## src/rtl/fetch_sequencer_pkg.sv

```systemverilog
// Shared definitions for the fetch sequencer: FSM state encoding, branch
// types and the opcode values the decoder and bench agree on.
package fetch_sequencer_pkg;

  typedef enum logic [1:0] {
    ST_IDLE  = 2'd0,
    ST_FETCH = 2'd1,
    ST_EXEC  = 2'd2,
    ST_MEM   = 2'd3
  } seq_state_e;

  localparam logic [1:0] BR_Z   = 2'd0;
  localparam logic [1:0] BR_NZ  = 2'd1;
  localparam logic [1:0] BR_JMP = 2'd2;
  localparam logic [1:0] BR_JMR = 2'd3;

  localparam int         OPC_W   = 6;
  localparam logic [5:0] OPC_NOP = 6'h00;
  localparam logic [5:0] OPC_ADD = 6'h01;
  localparam logic [5:0] OPC_LD  = 6'h10;
  localparam logic [5:0] OPC_ST  = 6'h11;
  localparam logic [5:0] OPC_BR  = 6'h20;

  localparam logic [31:0] NOP_INSTR = 32'h0000_0000;

  function automatic logic [OPC_W-1:0] opcode_of(input logic [31:0] instr);
    return instr[31:32-OPC_W];
  endfunction

endpackage

```

## src/rtl/fetch_sequencer_next_pc_calc.sv

```systemverilog
// Combinational next-PC selection for the non-memory retire path.
// All arithmetic wraps modulo 2^PC_W.
module fetch_sequencer_next_pc_calc
  import fetch_sequencer_pkg::*;
#(
  parameter int PC_W = 8
) (
  input  logic [PC_W-1:0] pc,
  input  logic            J,
  input  logic [1:0]      B,
  input  logic            offset_sel,
  input  logic [15:0]     im_offset,
  input  logic [PC_W-1:0] jr_target,
  input  logic            zero,
  output logic [PC_W-1:0] next_pc
);

  logic [PC_W-1:0] seq_pc;
  logic [PC_W-1:0] rel_pc;

  assign seq_pc = pc + PC_W'(1);
  // Offset is sign-extended before truncation to PC_W, so negative offsets wrap correctly.
  assign rel_pc = PC_W'($signed({1'b0, pc}) + $signed(im_offset));

  always_comb begin
    next_pc = seq_pc;
    if (J) begin
      case (B)
        BR_Z:    next_pc = zero  ? rel_pc : seq_pc;
        BR_NZ:   next_pc = !zero ? rel_pc : seq_pc;
        BR_JMP:  next_pc = rel_pc;
        BR_JMR:  next_pc = offset_sel ? jr_target : rel_pc;
        default: next_pc = seq_pc;
      endcase
    end
  end

endmodule

```

## src/rtl/fetch_sequencer.sv

```systemverilog
// Multicycle instruction sequencer: owns PC, IR and retire count, fetches
// over a req/ack port and opens execute / memory windows for the datapath.
module fetch_sequencer
  import fetch_sequencer_pkg::*;
#(
  parameter int              PC_W     = 8,
  parameter logic [PC_W-1:0] RESET_PC = '0,
  parameter int              CNT_W    = 16
) (
  input  logic             clk,
  input  logic             rst_n,
  input  logic             run,
  output logic             imem_req,
  output logic [PC_W-1:0]  imem_addr,
  input  logic             imem_ack,
  input  logic [31:0]      imem_rdata,
  output logic [31:0]      ir,
  output logic             exec_en,
  output logic             mem_en,
  input  logic             mem_op,
  input  logic             mem_done,
  input  logic             J,
  input  logic [1:0]       B,
  input  logic             offset_sel,
  input  logic [15:0]      im_offset,
  input  logic [PC_W-1:0]  jr_target,
  input  logic             zero,
  output logic [PC_W-1:0]  pc,
  output logic             busy,
  output logic [CNT_W-1:0] retired
);

  seq_state_e       state_q, state_d;
  logic [PC_W-1:0]  pc_q, pc_d;
  logic [PC_W-1:0]  next_pc;
  logic [31:0]      ir_q, ir_d;
  logic [CNT_W-1:0] retired_q, retired_d;

  fetch_sequencer_next_pc_calc #(
    .PC_W(PC_W)
  ) u_next_pc_calc (
    .pc         (pc_q),
    .J          (J),
    .B          (B),
    .offset_sel (offset_sel),
    .im_offset  (im_offset),
    .jr_target  (jr_target),
    .zero       (zero),
    .next_pc    (next_pc)
  );

  always_ff @(posedge clk or negedge rst_n) begin
    if (!rst_n) begin
      state_q <= ST_IDLE;
    end else begin
      state_q <= state_d;
    end
  end

  // run is only consulted at instruction boundaries; an in-flight fetch or
  // memory access always completes.
  always_comb begin
    state_d = state_q;
    case (state_q)
      ST_IDLE:  if (run) state_d = ST_FETCH;
      ST_FETCH: if (imem_ack) state_d = ST_EXEC;
      ST_EXEC:  begin
        if (mem_op) state_d = ST_MEM;
        else        state_d = run ? ST_FETCH : ST_IDLE;
      end
      ST_MEM:   if (mem_done) state_d = run ? ST_FETCH : ST_IDLE;
      default:  state_d = ST_IDLE;
    endcase
  end

  always_comb begin
    imem_req = (state_q == ST_FETCH);
    exec_en  = (state_q == ST_EXEC);
    mem_en   = (state_q == ST_MEM);
    busy     = (state_q != ST_IDLE);
  end

  always_comb begin
    pc_d      = pc_q;
    ir_d      = ir_q;
    retired_d = retired_q;
    case (state_q)
      ST_FETCH: if (imem_ack) ir_d = imem_rdata;
      ST_EXEC: begin
        if (!mem_op) begin
          pc_d      = next_pc;
          retired_d = retired_q + CNT_W'(1);
        end
      end
      ST_MEM: begin
        if (mem_done) begin
          pc_d      = pc_q + PC_W'(1);
          retired_d = retired_q + CNT_W'(1);
        end
      end
      default: ;
    endcase
  end

  always_ff @(posedge clk or negedge rst_n) begin
    if (!rst_n) begin
      pc_q      <= RESET_PC;
      ir_q      <= NOP_INSTR;
      retired_q <= '0;
    end else begin
      pc_q      <= pc_d;
      ir_q      <= ir_d;
      retired_q <= retired_d;
    end
  end

  assign pc        = pc_q;
  assign imem_addr = pc_q;
  assign ir        = ir_q;
  assign retired   = retired_q;

endmodule

```

## config.mk

```make
export PLATFORM = sky130hd
export DESIGN_NAME = fetch_sequencer
export DESIGN_NICKNAME = d
export VERILOG_FILES = /design/src/rtl/fetch_sequencer_pkg.sv /design/src/rtl/fetch_sequencer_next_pc_calc.sv /design/src/rtl/fetch_sequencer.sv
export SDC_FILE = /design/constraint.sdc
export NUM_CORES = 1
export LEC_CHECK = 0
export CAP_MARGIN = 5
export CORE_UTILIZATION = 47
export DETAILED_ROUTE_END_ITERATION = 12
export GPL_TIMING_DRIVEN = 0
export PLACE_DENSITY = 0.84
export SYNTH_ARGS = -nofsm -noshare
export SYNTH_HDL_FRONTEND = slang
export SYNTH_HIERARCHICAL = 1
export SYNTH_SLANG_ARGS = --single-unit
export TNS_END_PERCENT = 10
```

## constraint.sdc

```tcl
create_clock -name clk -period 3.8 [get_ports clk]
set_input_delay 0.95 -clock clk [delete_from_list [all_inputs] [get_ports clk]]
set_output_delay 0.95 -clock clk [all_outputs]
set_load 0.05 [all_outputs]
```

==> run_results.csv, run 1 <==
group,metric,value,unit
place,routabilityCongestion,0.851,
worst_setup_path,critPathKind,"reg -> out",
sta,fmax,315,MHz
clock_network,cts.clk_slew.worst_paths,60,ps
drt,drt_iter0_markers,165,
synthesis,synth_top_area_cell,"dfrtp_1",
hold_path,hold_start,"retired[15]",
synthesis,netlist_area,3290,um^2
global_route,grt_max_degree,39,
synthesis,synth_area_leaders,"dfrtp_1, mux2_2, xnor2_1",
worst_setup_path,path_cells,"buf_4 > nand2_1 > inv_2 > buf_2 > clkdlybuf4s50_1",
synthesis,yosysMostFrequentCell,"dfrtp_1",
worst_setup_path,cpPeakStageDelay,850,ps
job,drv_cap,0,
global_route,grt_pass1_wl,13.1,mm
hold_path,whs_endpoint,"retired[15]",
worst_setup_path,start_kind,"flip-flop",
synthesis,seq_area_frac_synth,0.441,
worst_setup_path,worst-r2r-cell-count,9,
worst_setup_path,worst-path-buf-inv,4,
worst_setup_path,cp_top_family,"buffers and inverters",
clock_network,cts_tree,"yes",
finish,antenna_cells,0,
sta,relSlewSlack,0.640,
synthesis,async_flop_share,1.00,
clock_network,h-tree-depth,3,
sta,hold_viol,0,
finish,multi_input_area,1670,um^2
sta,tightest_slew,539,ps
floorplan,die_y,85.7,um
worst_setup_path,worstPathMaxFanout,10,
global_route,grt_pass1_vias,2817,
synthesis,synthTopCellsByCount,"dfrtp_1, mux2_2, nand2_1, a21oi_1, xnor2_1",
drt,vias_per_cell,5.22,
finish,drive_gt1_frac,0.183,
synthesis,yosys_warnings,6,
finish,final_util,0.711,
place,port-buffer-count,122,
floorplan,die_w,85.7,um
global_route,overflow,0,
drt,drt_wl_total,8.13,mm
drt,vias,2842,
synthesis,synth_area_per_cell,10.6,um^2
drt,drcViolationCount,0,
synthesis,synth-main-ff-cell,"dfrtp_1",
finish,fillers,518,
synthesis,synth_nets,388,
pwr,leakage,2.02,nW
pwr,power_density,957,nW/um^2
hold_path,hold_class,"reg -> reg",
clock_network,cts-root-buf,"clkbuf_8",
worst_setup_path,worstPathRequired,2850,ps
clock_network,clkSinkCount,58,
finish,register_area,1450,um^2
drt,drt.antenna.violating_nets,0,
sta,rsz0062_at_grt,"no",
clock_network,post_cts_buffers,0,
floorplan,die_area,7340,um^2
sta,setup_tns,0,ps
sta,finalCriticalPeriod,3170,ps
finish,synthToLayoutAreaGrowth,46.8,%
clock_network,post_cts_resized,0,
pwr,irDropWorstVdd,0.629,mV
worst_setup_path,cp_slowest_cell,"clkdlybuf4s50_1",
synthesis,synth-edff-count,0,
global_route,grt_antenna_before_repair,0,
drt,wl_per_cell,14.9,um
synthesis,syn-instance-count,310,
clock_network,cts_hold_buf,0,
sta,finalSetupViolations,0,
floorplan,std_cell_rows,30,
clock_network,clkLatencyLatePin,330,ps
synthesis,synth_top_area_frac,0.441,
floorplan,initial_utilization,0.484,
synthesis,synth-seq-cells,58,
worst_setup_path,cp_data_arrival_time,2220,ps
finish,finalNetCount,522,
place,post-dp-hpwl,6.06,mm
clock_network,cts_buffer_depth,2,
floorplan,core_region_area,6790,um^2
worst_setup_path,rr_startpoint,"imem_addr[0]",
floorplan,io_pins,135,
worst_setup_path,r2r_end,"imem_addr[6]",
synthesis,ys_types,52,
sta,period_share,0.835,
sta,finClkSkew,10.4,ps
global_route,grt.total_usage,0.227,
clock_network,cts_buffers,9,
drt,firstDrtPassIters,7,
worst_setup_path,cp-end-kind,"output pin",
worst_setup_path,ff2ff_setup_slack,1240,ps
sta,slew_violations,0,
outcome,status,"complete, no violations",
hold_path,min_delay_path_depth,1,
==> worst reg2reg max path, cell delays in order (launching register included) <==
cell	delay (ps)
dfrtp_1	570
ha_1	330
fa_1	440
a211o_2	350
o211ai_1	90
a21oi_1	110
xnor2_1	130
o21ai_0	200
o21ai_0	130
a21oi_1	150
==> registers in the layout, indices dropped and copies added, names as in the netlist <==
name / cells
ir: 32
imem_addr: 8
state_q: 2
retired: 16
==> metrics by stage <==
| stage | setup slack, ps | instances | hold slack, ps | total power [mW] | area (um^2) |
|---|---|---|---|---|---|
| after floorplan | 1180 | 310 | 598 | 3.16 | 3290 |
| after global placement | 2.49 | 528 | 465 | 4.03 | 4630 |
| after global routing | 504 | 544 | 508 | 4.86 | 4830 |
| after detailed placement | 565 | 529 | 462 | 4.09 | 4650 |
| after CTS | 614 | 544 | 482 | 4.64 | 4830 |
| final | 625 | 544 | 481 | 4.62 | 4830 |
==> how the worst max path moves through the flow <==
stage | cells after the start | to | slack, ps | from
finish | 5 | mem_en | 630 | state_q[1]
floorplan | 9 | imem_addr[6] | 1180 | im_offset[0]
CTS | 5 | mem_en | 610 | state_q[1]
global route | 5 | mem_en | 500 | state_q[1]
detailed placement | 10 | imem_addr[6] | 560 | im_offset[0]
global placement | 1 | retired[6] | 2 | rst_n
==> per-layer routing <==
metal	share of wire	vias up	global-route usage
li1	-	1373	-
met1	0.43	1365	0.289
met2	0.50	97	0.385
met3	0.055	7	0.0500
met4	0.011	0	0.0758
met5	0	-	0
==> kinds of logic after synthesis <==
| family | count (synthesis) | share of synthesized area |
|---|---|---|
| AO/OA/AOI/OAI | 75 | 0.151 |
| XOR/XNOR | 29 | 0.0772 |
| adder cells (fa/ha/maj) | 11 | 0.0441 |
| buffers and inverters | 26 | 0.0510 |
| flip-flops | 58 | 0.441 |
| multiplexers | 34 | 0.116 |
| AND/OR/NAND/NOR | 77 | 0.119 |
==> final cells by class <==
class | instances | share of cell area
multi-input cells | 226 | 0.346
clock inverters | 6 | 0.0122
flip-flops and latches | 58 | 0.301
plain buffers | 20 | 0.0301
inverters | 6 | 0.00466
repair buffers | 123 | 0.256
well taps | 96 | 0.0249
clock buffers | 9 | 0.0257
==> power breakdown <==
group	total, mW	switching (mW)	internal [mW]
sequential	1.13	0.260	0.872
clock	0.535	0.240	0.295
combinational	2.95	1.79	1.16
==> cells in the final DEF (no fill, tap or decap), drive strengths merged, types with 5 or more instances in the layout <==
cell and instances:
buf 21, nand2 26, nand3 14, a22oi 9, clkbuf 10, inv 6, xnor2 21, xor2 8
dfrtp 58, nor2 12, mux2 32, clkdlybuf4s50 121, nand4 5, ha 10, o21ai 21, a21oi 23
clkinv 5
Note: power is estimated with default switching activity, not from simulation.
==> run 2: changes to the inputs <==
CORE_UTILIZATION = 43   (was 47)
PLACE_DENSITY = 0.77   (was 0.84)
clock period = 3.1 ns   (was 3.8 ns; I/O delays follow)
==> run_results.csv, run 2 (synthesized netlist as in run 1, its figures left out) <==
group,metric,value,unit
floorplan,core_region_area,7330,um^2
finish,final_cell_mix,"clkdlybuf4s50_1, dfrtp_1, mux2_2, nand2_1, a21oi_1",
finish,antenna_cells,0,
place,port-buffer-count,122,
finish,fillers,598,
global_route,grt.total_usage,0.208,
global_route,grt_pass1_vias,2672,
sta,slew_violations,0,
pwr,leakage,2.04,nW
sta,finClkSkew,9.72,ps
drt,vias_per_cell,5.14,
sta,setup_ws,339,ps
global_route,grt_max_degree,32,
finish,drive_gt1_frac,0.183,
worst_setup_path,cp-end-kind,"output pin",
finish,largest_register_ffs,32,
clock_network,h-tree-depth,3,
pwr,power_density,1180,nW/um^2
floorplan,die_w,89.5,um
worst_setup_path,start_kind,"flip-flop",
drt,vias,2815,
floorplan,initial_utilization,0.449,
clock_network,clkLatencyLatePin,340,ps
drt,drt.antenna.violating_nets,0,
sta,relSlewSlack,0.549,
clock_network,post_cts_buffers,0,
clock_network,clkSinkCount,58,
sta,whs,471,ps
worst_setup_path,cp_data_arrival_time,1990,ps
clock_network,cts_tree,"yes",
outcome,status,"complete, no violations",
worst_setup_path,ff2ff_setup_slack,540,ps
drt,drt_wl_total,8.22,mm
place,place_ws,31.6,ps
finish,finalNetCount,522,
clock_network,cts_buffer_depth,2,
worst_setup_path,critPathLaunch,"imem_addr[0]",
floorplan,die_area,8000,um^2
place,post-dp-hpwl,6.21,mm
sta,finalCriticalPeriod,2760,ps
place,routabilityCongestion,0.847,
global_route,grt_pass1_wl,12.5,mm
sta,hold_viol,0,
global_route,grt_antenna_before_repair,0,
worst_setup_path,worstPathMaxFanout,14,
finish,final-instance-count-excl-fill,548,
pwr,irDropWorstVdd,0.536,mV
worst_setup_path,critPathKind,"reg -> out",
sta,period_share,0.891,
drt,drt_iter0_markers,145,
sta,fmax,362,MHz
job,drv_cap,0,
sta,rsz0062_at_grt,"no",
drt,firstDrtPassIters,4,
floorplan,std_cell_rows,31,
sta,tightest_slew,676,ps
pwr,power,5.71,mW
global_route,overflow,0,
place,dp.cells,532,
finish,final_common_cell,"clkdlybuf4s50_1",
drt,drcViolationCount,0,
floorplan,die_y,89.5,um
finish,register_area,1450,um^2
drt,wl_per_cell,15.0,um
clock_network,cts_buffers,9,
worst_setup_path,rr_startpoint,"imem_addr[0]",
worst_setup_path,worstPathRequired,2320,ps
hold_path,hold_class,"in -> async",
clock_network,cts.clk_slew.worst_paths,70,ps
clock_network,cts-root-buf,"clkbuf_8",
sta,finalSetupViolations,0,
finish,synthToLayoutAreaGrowth,47.7,%
sta,setup_tns,0,ps
floorplan,io_pins,135,
finish,multi_input_area,1670,um^2
## run 2: path summary, 6_finish.rpt
| check | depth (start not counted) | to |
|---|---|---|
| worst min-delay path | 1 | ir[6] |
| worst max-delay path | 2 | pc[0] |
| worst min register to register | 1 | retired[15] |
| min in group clk | 1 | retired[15] |
| max in group asynchronous | 2 | ir[12] |
| worst max register to register | 9 | imem_addr[6] |
## run 2: routing by layer
layer  track usage  share of wire
met3        0.0572          0.054
met4        0.0664         0.0090
met5             0              0
met1         0.260           0.43
met2         0.350           0.51
## run 2: where the power goes
group / internal, mW / switching, mW / leakage, nW
registers: 1.07 / 0.320 / 0.706
clock network: 0.413 / 0.291 / 0.0986
logic: 1.42 / 2.19 / 1.23
## run 2: repair_timing
item,4_1_cts,5_1_grt
resized for setup,0,1
endpoints found under the setup margin,0,1
hold buffers,0,0
## run 2: final cells by class
cell class / instances / share of cell area
Buffer: 20 / 0.0299
Clock buffer: 12 / 0.0319
Clock inverter: 4 / 0.0103
Inverter: 6 / 0.00464
Multi-Input combinational cell: 226 / 0.344
Sequential cell: 58 / 0.299
Tap cell: 99 / 0.0255
Timing Repair Buffer: 123 / 0.255
## run 2: worst max-delay path, stage by stage (launching register included)
cell and delay [ps]:
dfrtp_1 670, buf_4 190, clkdlybuf4s50_1 790
## run 2: metrics by stage
stage / instance area (um^2) / utilization
3_3_place_gp: 4630 / 0.632
4_1_cts: 4850 / 0.662
3_5_place_dp: 4650 / 0.634
2_1_floorplan: 3290 / -
6_report: 4860 / 0.663
5_1_grt: 4860 / 0.663
